--- src/rtl/alut_lookup_engine_if.sv ---
// Signal bundle around the ALUT lookup engine: switch-side request/result,
// the address-check memory port and the age-checker handshake.
interface alut_lookup_engine_if;
  logic        lookup_req;
  logic [47:0] lookup_addr;
  logic [1:0]  lookup_port;
  logic [31:0] curr_time;
  logic [82:0] mem_read_data;
  logic        age_check_active;
  logic        age_confirmed;
  logic        age_ok;

  logic [7:0]  mem_addr;
  logic        mem_write;
  logic [82:0] mem_write_data;
  logic        check_age;
  logic [31:0] last_accessed;
  logic        add_check_active;
  logic        lookup_ack;
  logic        lookup_hit;
  logic        lookup_aged;
  logic        lookup_err;
  logic [1:0]  lookup_dst_port;

  // Engine side
  modport slave (
    input  lookup_req, lookup_addr, lookup_port, curr_time, mem_read_data,
           age_check_active, age_confirmed, age_ok,
    output mem_addr, mem_write, mem_write_data, check_age, last_accessed,
           add_check_active, lookup_ack, lookup_hit, lookup_aged, lookup_err,
           lookup_dst_port
  );

  // Surrounding logic (switch, memory, age checker)
  modport master (
    output lookup_req, lookup_addr, lookup_port, curr_time, mem_read_data,
           age_check_active, age_confirmed, age_ok,
    input  mem_addr, mem_write, mem_write_data, check_age, last_accessed,
           add_check_active, lookup_ack, lookup_hit, lookup_aged, lookup_err,
           lookup_dst_port
  );
endinterface

--- src/rtl/alut_lookup_engine.sv ---
// ALUT address-lookup initiator: hashes a MAC to a table index, reads the entry,
// arbitrates an age check on a tag hit, then refreshes, relearns or flags a timeout.
//   state | meaning
//   IDLE  | waiting for lookup_req
//   RD    | index presented to the memory
//   CMP   | read data valid, tag compare
//   ARB   | tag hit, waiting for the age checker to go idle
//   REQ   | check_age pulse, age checker claimed
//   WAIT  | waiting for age_confirmed or timeout
//   WR    | entry write
//   DONE  | lookup_ack pulse
module alut_lookup_engine #(
  parameter int unsigned AGE_TIMEOUT = 16
) (
  input  logic                pclk,
  input  logic                p_reset,
  alut_lookup_engine_if.slave lk
);

  localparam int unsigned CNT_W = $clog2(AGE_TIMEOUT + 1);

  typedef enum logic [2:0] {
    S_IDLE,
    S_RD,
    S_CMP,
    S_ARB,
    S_REQ,
    S_WAIT,
    S_WR,
    S_DONE
  } state_e;

  state_e           state_q, state_d;
  logic [47:0]      addr_q, addr_d;
  logic [1:0]       port_q, port_d;
  logic [7:0]       idx_q, idx_d;
  logic [1:0]       sport_q, sport_d;
  logic [31:0]      last_q, last_d;
  logic [82:0]      wdata_q, wdata_d;
  logic [CNT_W-1:0] cnt_q, cnt_d;
  logic             hit_q, hit_d;
  logic             aged_q, aged_d;
  logic             err_q, err_d;
  logic [1:0]       dst_q, dst_d;

  logic [7:0]       idx_in;
  logic             tag_match;
  logic [82:0]      learn_data;

  assign idx_in = lk.lookup_addr[47:40] ^ lk.lookup_addr[39:32] ^ lk.lookup_addr[31:24]
                ^ lk.lookup_addr[23:16] ^ lk.lookup_addr[15:8]  ^ lk.lookup_addr[7:0];

  assign tag_match  = lk.mem_read_data[82] && (lk.mem_read_data[47:0] == addr_q);

  // Learn and refresh writes share one format; curr_time is taken when the data is selected.
  assign learn_data = {1'b1, lk.curr_time, port_q, addr_q};

  always_comb begin
    state_d  = state_q;
    addr_d   = addr_q;
    port_d   = port_q;
    idx_d    = idx_q;
    sport_d  = sport_q;
    last_d   = last_q;
    wdata_d  = wdata_q;
    cnt_d    = cnt_q;
    hit_d    = hit_q;
    aged_d   = aged_q;
    err_d    = err_q;
    dst_d    = dst_q;

    lk.mem_addr         = '0;
    lk.mem_write        = 1'b0;
    lk.mem_write_data   = '0;
    lk.check_age        = 1'b0;
    lk.add_check_active = 1'b0;
    lk.lookup_ack       = 1'b0;

    case (state_q)
      S_IDLE: begin
        if (lk.lookup_req) begin
          addr_d  = lk.lookup_addr;
          port_d  = lk.lookup_port;
          idx_d   = idx_in;
          hit_d   = 1'b0;
          aged_d  = 1'b0;
          err_d   = 1'b0;
          dst_d   = '0;
          state_d = S_RD;
        end
      end

      S_RD: begin
        lk.mem_addr = idx_q;
        state_d     = S_CMP;
      end

      S_CMP: begin
        if (tag_match) begin
          last_d  = lk.mem_read_data[81:50];
          sport_d = lk.mem_read_data[49:48];
          state_d = S_ARB;
        end else begin
          wdata_d = learn_data;
          state_d = S_WR;
        end
      end

      S_ARB: begin
        if (!lk.age_check_active) begin
          state_d = S_REQ;
        end
      end

      S_REQ: begin
        lk.check_age        = 1'b1;
        lk.add_check_active = 1'b1;
        cnt_d               = '0;
        state_d             = S_WAIT;
      end

      S_WAIT: begin
        lk.add_check_active = 1'b1;
        cnt_d               = cnt_q + CNT_W'(1);
        // A confirm in the last counted cycle still wins over the timeout.
        if (lk.age_confirmed) begin
          wdata_d = learn_data;
          if (lk.age_ok) begin
            hit_d = 1'b1;
            dst_d = sport_q;
          end else begin
            aged_d = 1'b1;
          end
          state_d = S_WR;
        end else if (cnt_q == CNT_W'(AGE_TIMEOUT - 1)) begin
          err_d   = 1'b1;
          state_d = S_DONE;
        end
      end

      S_WR: begin
        lk.mem_write      = 1'b1;
        lk.mem_addr       = idx_q;
        lk.mem_write_data = wdata_q;
        state_d           = S_DONE;
      end

      S_DONE: begin
        lk.lookup_ack = 1'b1;
        state_d       = S_IDLE;
      end

      default: state_d = S_IDLE;
    endcase
  end

  always_ff @(posedge pclk or posedge p_reset) begin
    if (p_reset) begin
      state_q <= S_IDLE;
      addr_q  <= '0;
      port_q  <= '0;
      idx_q   <= '0;
      sport_q <= '0;
      last_q  <= '0;
      wdata_q <= '0;
      cnt_q   <= '0;
      hit_q   <= 1'b0;
      aged_q  <= 1'b0;
      err_q   <= 1'b0;
      dst_q   <= '0;
    end else begin
      state_q <= state_d;
      addr_q  <= addr_d;
      port_q  <= port_d;
      idx_q   <= idx_d;
      sport_q <= sport_d;
      last_q  <= last_d;
      wdata_q <= wdata_d;
      cnt_q   <= cnt_d;
      hit_q   <= hit_d;
      aged_q  <= aged_d;
      err_q   <= err_d;
      dst_q   <= dst_d;
    end
  end

  assign lk.last_accessed   = last_q;
  assign lk.lookup_hit      = hit_q;
  assign lk.lookup_aged     = aged_q;
  assign lk.lookup_err      = err_q;
  assign lk.lookup_dst_port = dst_q;

endmodule

--- src/flat_wrapper.sv ---
// flat-port wrapper written by rule: the top's interface ports become plain ports
module alut_lookup_engine_flat 
#(
  parameter int unsigned AGE_TIMEOUT = 16
)
  (pclk, p_reset, lk_lookup_req, lk_lookup_addr, lk_lookup_port, lk_curr_time, lk_mem_read_data, lk_age_check_active, lk_age_confirmed, lk_age_ok, lk_mem_addr, lk_mem_write, lk_mem_write_data, lk_check_age, lk_last_accessed, lk_add_check_active, lk_lookup_ack, lk_lookup_hit, lk_lookup_aged, lk_lookup_err, lk_lookup_dst_port);
  alut_lookup_engine_if lk_i ();
  input  logic pclk;
  input  logic p_reset;
  input wire logic [$bits(lk_i.lookup_req)-1:0] lk_lookup_req;
  input wire logic [$bits(lk_i.lookup_addr)-1:0] lk_lookup_addr;
  input wire logic [$bits(lk_i.lookup_port)-1:0] lk_lookup_port;
  input wire logic [$bits(lk_i.curr_time)-1:0] lk_curr_time;
  input wire logic [$bits(lk_i.mem_read_data)-1:0] lk_mem_read_data;
  input wire logic [$bits(lk_i.age_check_active)-1:0] lk_age_check_active;
  input wire logic [$bits(lk_i.age_confirmed)-1:0] lk_age_confirmed;
  input wire logic [$bits(lk_i.age_ok)-1:0] lk_age_ok;
  output wire logic [$bits(lk_i.mem_addr)-1:0] lk_mem_addr;
  output wire logic [$bits(lk_i.mem_write)-1:0] lk_mem_write;
  output wire logic [$bits(lk_i.mem_write_data)-1:0] lk_mem_write_data;
  output wire logic [$bits(lk_i.check_age)-1:0] lk_check_age;
  output wire logic [$bits(lk_i.last_accessed)-1:0] lk_last_accessed;
  output wire logic [$bits(lk_i.add_check_active)-1:0] lk_add_check_active;
  output wire logic [$bits(lk_i.lookup_ack)-1:0] lk_lookup_ack;
  output wire logic [$bits(lk_i.lookup_hit)-1:0] lk_lookup_hit;
  output wire logic [$bits(lk_i.lookup_aged)-1:0] lk_lookup_aged;
  output wire logic [$bits(lk_i.lookup_err)-1:0] lk_lookup_err;
  output wire logic [$bits(lk_i.lookup_dst_port)-1:0] lk_lookup_dst_port;
  assign lk_i.lookup_req = lk_lookup_req;
  assign lk_i.lookup_addr = lk_lookup_addr;
  assign lk_i.lookup_port = lk_lookup_port;
  assign lk_i.curr_time = lk_curr_time;
  assign lk_i.mem_read_data = lk_mem_read_data;
  assign lk_i.age_check_active = lk_age_check_active;
  assign lk_i.age_confirmed = lk_age_confirmed;
  assign lk_i.age_ok = lk_age_ok;
  assign lk_mem_addr = lk_i.mem_addr;
  assign lk_mem_write = lk_i.mem_write;
  assign lk_mem_write_data = lk_i.mem_write_data;
  assign lk_check_age = lk_i.check_age;
  assign lk_last_accessed = lk_i.last_accessed;
  assign lk_add_check_active = lk_i.add_check_active;
  assign lk_lookup_ack = lk_i.lookup_ack;
  assign lk_lookup_hit = lk_i.lookup_hit;
  assign lk_lookup_aged = lk_i.lookup_aged;
  assign lk_lookup_err = lk_i.lookup_err;
  assign lk_lookup_dst_port = lk_i.lookup_dst_port;
  alut_lookup_engine #(.AGE_TIMEOUT(AGE_TIMEOUT)) u_core (.pclk(pclk), .p_reset(p_reset), .lk(lk_i));
endmodule
--- config.mk ---
export PLATFORM = sky130hd
export DESIGN_NAME = alut_lookup_engine_flat
export DESIGN_NICKNAME = d
export VERILOG_FILES = /design/src/rtl/alut_lookup_engine_if.sv /design/src/rtl/alut_lookup_engine.sv /design/src/flat_wrapper.sv
export SDC_FILE = /design/constraint.sdc
export NUM_CORES = 1
export LEC_CHECK = 0
export CAP_MARGIN = 25
export CORE_UTILIZATION = 42
export DETAILED_ROUTE_END_ITERATION = 8
export DONT_BUFFER_PORTS = 1
export PLACE_DENSITY = 0.56
export SLEW_MARGIN = 15
export SYNTH_ARGS = -nofsm -noshare
export SYNTH_HDL_FRONTEND = slang
export SYNTH_SLANG_ARGS = --single-unit
export TNS_END_PERCENT = 100
--- constraint.sdc ---
create_clock -name pclk -period 8.7 [get_ports pclk]
set_clock_uncertainty 0.15 [all_clocks]
set_input_delay 1.74 -clock pclk [delete_from_list [all_inputs] [get_ports pclk]]
set_output_delay 1.74 -clock pclk [all_outputs]
set_load 0.01 [all_outputs]
# Word-level counts from Yosys, hierarchy flattened
# Cells that the tools add are included.
# Widths: inputs -> output; s select.
# totals
regBits	188
input_bits	171
output_inout_bits	132
elab_cells	80
# op_classes
addsub	1
n_eq_ne	18
mux	30
n_bitwise	5
reduce_logical	14
# ops
operator	n
$mux 83	3
$pmux 83 s2	1
$eq 48x48->1	1
$xor 8x8->8	5
$pmux 3 s8	1
$mux 3	5
$ne 2x2->1 const B	7
$eq 3x3->1 const B	4
$reduce_and 4->1	3
$mux 1	11
$pmux 5 s2	1
$mux 8	1
$eq 3x2->1 const B	2
$mux 2	3
$pmux 1 s2	3
$reduce_and 3->1	2
$reduce_bool 2->1	3
$add 5x1->5 const B	1
$eq 5x4->1 const B	1
$pmux 2 s2	1
$reduce_and 2->1	2
$reduce_or 2->1	2
$eq 3x1->1 const B	1
$logic_not 3->1	1
other kinds (3)	3

# Longest topological paths before layout
# depth
depth_word	5
depth_mapped	10
mapped_depth_nobuf	6

# Least setup slack after synthesis
# Ideal clock, no wire load.
# synth_path
path_type	input to register
startpoint	in lk_mem_read_data[23]
endpoint	reg u_core.wdata_q[10]
setup_time_ps	125
arrival_time_ps	3463
required_ps	8425
setup_slack_ps	4962
cell_stages	8
n_path_buf	2
path_cell_list	xor2_1 -> nor4_1 -> nand4_1 -> nor4_4 -> a41oi_1 -> buf_4 -> buf_6 -> mux2_4
# synth_between
elab_chain_len	4
# synth_lines
item	line_no	text
start, declared	flat_wrapper.sv:14	input wire logic [$bits(lk_i.mem_read_data)-1:0] lk_mem_read_data;
$eq 48x48->1	alut_lookup_engine.sv:53	assign tag_match = lk.mem_read_data[82] && (lk.mem_read_data[47:0] == addr_q);
$logic_and 1x1->1	alut_lookup_engine.sv:53	
$ne 2x2->1 (no source line)	-	
$reduce_and 3->1 (no source line)	-	
end signal, assigned	alut_lookup_engine.sv:178	wdata_q <= wdata_d;
end, declared	alut_lookup_engine.sv:39	logic [82:0] wdata_q, wdata_d;
# Every way passes these cells.
# A chain may end at the register's enable or synchronous reset.

# Worst setup path in the final report
# layout_path
startpoint	reg u_core.state_q[0]
endpoint	out lk_mem_addr[6]
# layout_between
elab_chain_len	3
word_cells_on_any_way	4
cone_classes	2 x eq/ne; 1 x mux; 1 x reduce/logical
# layout_lines
item	line_no	text
start, declared	alut_lookup_engine.sv:33	state_e state_q, state_d;
start signal, assigned	alut_lookup_engine.sv:172	state_q <= state_d;
$eq 3x1->1 or $eq 3x3->1 (tied branches)	alut_lookup_engine.sv:79	case (state_q)
$reduce_or 2->1 (no source line) (*)	-	
$mux 8 (*)	alut_lookup_engine.sv:79	
end, declared	flat_wrapper.sv:18	output wire logic [$bits(lk_i.mem_addr)-1:0] lk_mem_addr;
# Every way passes the cells marked *; elsewhere a longest branch is shown, timed or not.

==> results.py <==
metrics = {
    "synthesis": {
        "netlist_top_cells_area": "dfrtp_1 53%, mux2_2 12%, mux2_4 12%",
        "synth_fa_ha_area_share_pct": 0.2796,
        "synthSimpleGateAreaFrac_pct": 10.46,
        "yosysWarnings": 0,
        "syn_avg_cell_area_um2": 13.22,
        "async_flop_share_pct": 100.0,
        "seq_area_frac_synth_pct": 52.56,
        "ys_ff_latch": 188,
        "syn_inst": 677,
        "synth.distinct_cells": 38,
        "synthXorXnorAreaFrac_pct": 8.317,
        "muxShareOfSynthArea_pct": 23.89,
        "synth_top_area_share_pct": 52.56,
        "synth_area_um2": 8951,
        "synth_ff_type": "dfrtp_1",
        "synth_fp_nets": 850,
        "synth_top_family_by_area": "multiplexers",
        "synth_edf_count": 0,
        "synth_top_cell_by_area": "dfrtp_1",
        "synth-compound-area-share_pct": 1.999,
    },
    "sta": {
        "fmax_mhz": 205.0,
        "setup-tns-final_ps": 0,
        "rsz0062_at_grt": "false",
        "finalCriticalPeriod_ps": 4877,
        "finalCritPeriodShare_pct": 56.06,
        "hold_viol_final": 0,
        "slew_viol_final": 0,
        "tightest_slew_ps": 1080,
        "hold_slack_ps": 324.4,
        "slew_headroom_pct": 28.01,
        "setup_viol": 0,
    },
    "pwr": {
        "power_uw": 3464,
        "irDropWorstVdd_mv": 0.1334,
        "p_per_area_nw_per_um2": 353.6,
        "power.leakage_uw": 0.004328,
    },
    "routing": {
        "m1WireLength_mm": 9.174,
        "drt-vias-per-instance": 5.240,
        "ant_nets": 0,
        "top_layer_used": "met4",
        "drc_errors": 0,
        "dr.pass1.iters": 6,
        "wl_met3_mm": 1.671,
        "met2RoutedLength_mm": 11.11,
        "wl_per_cell_um": 23.21,
        "drt_iter0_markers": 185,
        "wirelength_mm": 22.23,
        "routed-via-count": 5020,
    },
    "clocking": {
        "post_cts_resized": 0,
        "clockBufferDepth": 2,
        "hold_buffers": 0,
        "post-cts-setup-buffers": 0,
        "cts_tree": "built",
        "cts-buffers-inserted": 17,
        "root_buffer": "clkbuf_16",
        "insertion_delay_ps": 430,
        "clock-sinks": 188,
        "htreeDepth": 4,
        "path_clk_slew_ps": 70,
    },
    "run_status": {
        "status": "finished, final reports clean",
    },
    "die": {
        "die_y_um": 148.0,
        "die_w_um": 148.0,
        "std_cell_rows": 53,
        "initial_core_util_pct": 42.72,
        "die_area_um2": 21900,
        "io_pins": 303,
        "core_area_um2": 20960,
    },
    "critical_path": {
        "start_kind": "flop",
        "crit_arrival_ps": 2990,
        "worstPathMaxFanout": 43,
        "ff2ff_setup_slack_ps": 5290,
        "crit_path_end_kind": "output port",
        "crit_required_ps": 6810,
        "crit_type": "reg2out",
    },
    "place": {
        "post_dp_cell_area_um2": 9201,
        "placed_cells": 925,
        "portBuffers": 0,
        "dp_hpwl_mm": 16.40,
        "place.gp.congestion": 0.8057,
    },
    "layout": {
        "fin_nets": 843,
        "design_area_um2": 9796,
        "area.sequential_um2": 4705,
        "diodes": 0,
        "syn2layout_area_growth_pct": 9.435,
        "nFillCells": 1935,
        "multi_input_area_um2": 4063,
        "layout.cells.non_filler": 958,
        "drive_gt1_share_pct": 31.33,
    },
    "global_route": {
        "grt-ovfl-total": 0,
        "antenna_found_initial": 0,
        "grt_pass1_vias": 5438,
        "grt_pass1_wl_mm": 33.31,
        "grt_max_degree": 133,
        "grt_use_total_pct": 20.61,
    },
    "min_path": {
        "hp-class": "reg2reg",
    },
    "run": {
        "max_cap_violations": 0,
    },
}
==> layout by cell type (no fill, tap or decap), types with 3 or more instances in the layout <==
cell type  instances
inv_1              8
nand2b_1           5
mux2_4            69
nor4_1             5
and2_1            83
clkbuf_16         17
xnor2_1           67
a21oi_1           15
clkinv_4           3
nand2_1           16
nand4_1           10
nor2b_1           10
buf_4              6
xor2_1            18
nand3_1            6
dfrtp_1          188
mux2_2            97
inv_8              4
inv_6              3
o21ai_0            6
nor2_1            18
==> worst paths after layout <==
check	startpoint	end	cells after the start
setup / recovery	u_core.state_q[0]	lk_mem_addr[6]	4
hold / removal	u_core.wdata_q[82]	u_core.wdata_q[82]	1
max in group asynchronous	p_reset	u_core.lk.last_accessed[18]	2
min in group asynchronous	p_reset	u_core.lk.last_accessed[21]	1
setup reg to reg	u_core.state_q[1]	u_core.wdata_q[70]	7
hold reg to reg	u_core.wdata_q[82]	u_core.wdata_q[82]	1
==> area by class of cell <==
type                            instances  share of cell area (%)
Inverter                               10                  0.4598
Timing Repair Buffer                    7                  0.7408
Clock inverter                         14                   1.303
Tap cell                              275                   3.513
Sequential cell                       188                   48.03
Clock buffer                           18                   4.483
Multi-Input combinational cell        446                   41.47
==> metrics by stage <==
stage	setup slack (ps)	utilization (%)
4_1_cts	3731	46.61
3_5_place_dp	3586	43.91
3_3_place_gp	3741	43.91
6_report	3823	46.75
5_1_grt	3514	46.75
2_1_floorplan	1696	-
==> worst max-delay path, cell delays in order, from the launching register on <==
cell,delay (ps)
dfrtp_1,640
nor2_4,730
buf_4,510
a21oi_1,250
nor2b_1,430
==> power breakdown <==
group / leakage (µW) / total (µW) / switching [µW] / internal, µW
Clock: 0.000276 / 757 / 372 / 385
Sequential: 0.00233 / 1490 / 265 / 1230
Combinational: 0.00172 / 1220 / 535 / 680
Total: 0.00433 / 3460 / 1170 / 2290
==> logic make-up after synthesis <==
kind of cell / after synthesis
DFF: 188
muxes: 167
and+or+nand+nor: 162
xor gates and xnor gates: 85
buffers and inverters: 43
AOI/OAI and AO/OA: 30
adders and majority gates: 2
==> flip-flops by register name, summed over array words and instances, names as in the netlist <==
register and cells:
u_core.wdata_q 83, u_core.addr_q 48, u_core.lk.last_accessed 32, u_core.idx_q 8, u_core.cnt_q 5, u_core.state_q 3, u_core.lk.lookup_dst_port 2, u_core.port_q 2
u_core.sport_q 2, u_core.lk.lookup_aged 1, u_core.lk.lookup_err 1, u_core.lk.lookup_hit 1
==> synth_stat cells, types with 2 or more instances <==
cell,count
nor4_1,6
a21oi_1,15
nor2b_1,10
nand3_1,6
ha_1,2
xnor2_1,67
mux2_4,69
nand4_1,10
clkbuf_1,18
mux2_2,97
nor2_1,20
nand2_1,16
nand2b_1,5
o21ai_0,6
buf_6,7
and3_1,2
xor2_1,18
inv_1,9
and2_1,83
buf_2,5
dfrtp_1,188
buf_1,2
==> per-layer routing <==
metal	vias to the layer above	global-route usage (%)
met4	0	5.309
li1	2279	-
met2	187	34.27
met1	2537	25.57
met5	-	0
met3	17	7.006
(Power assumes the default switching activity.)
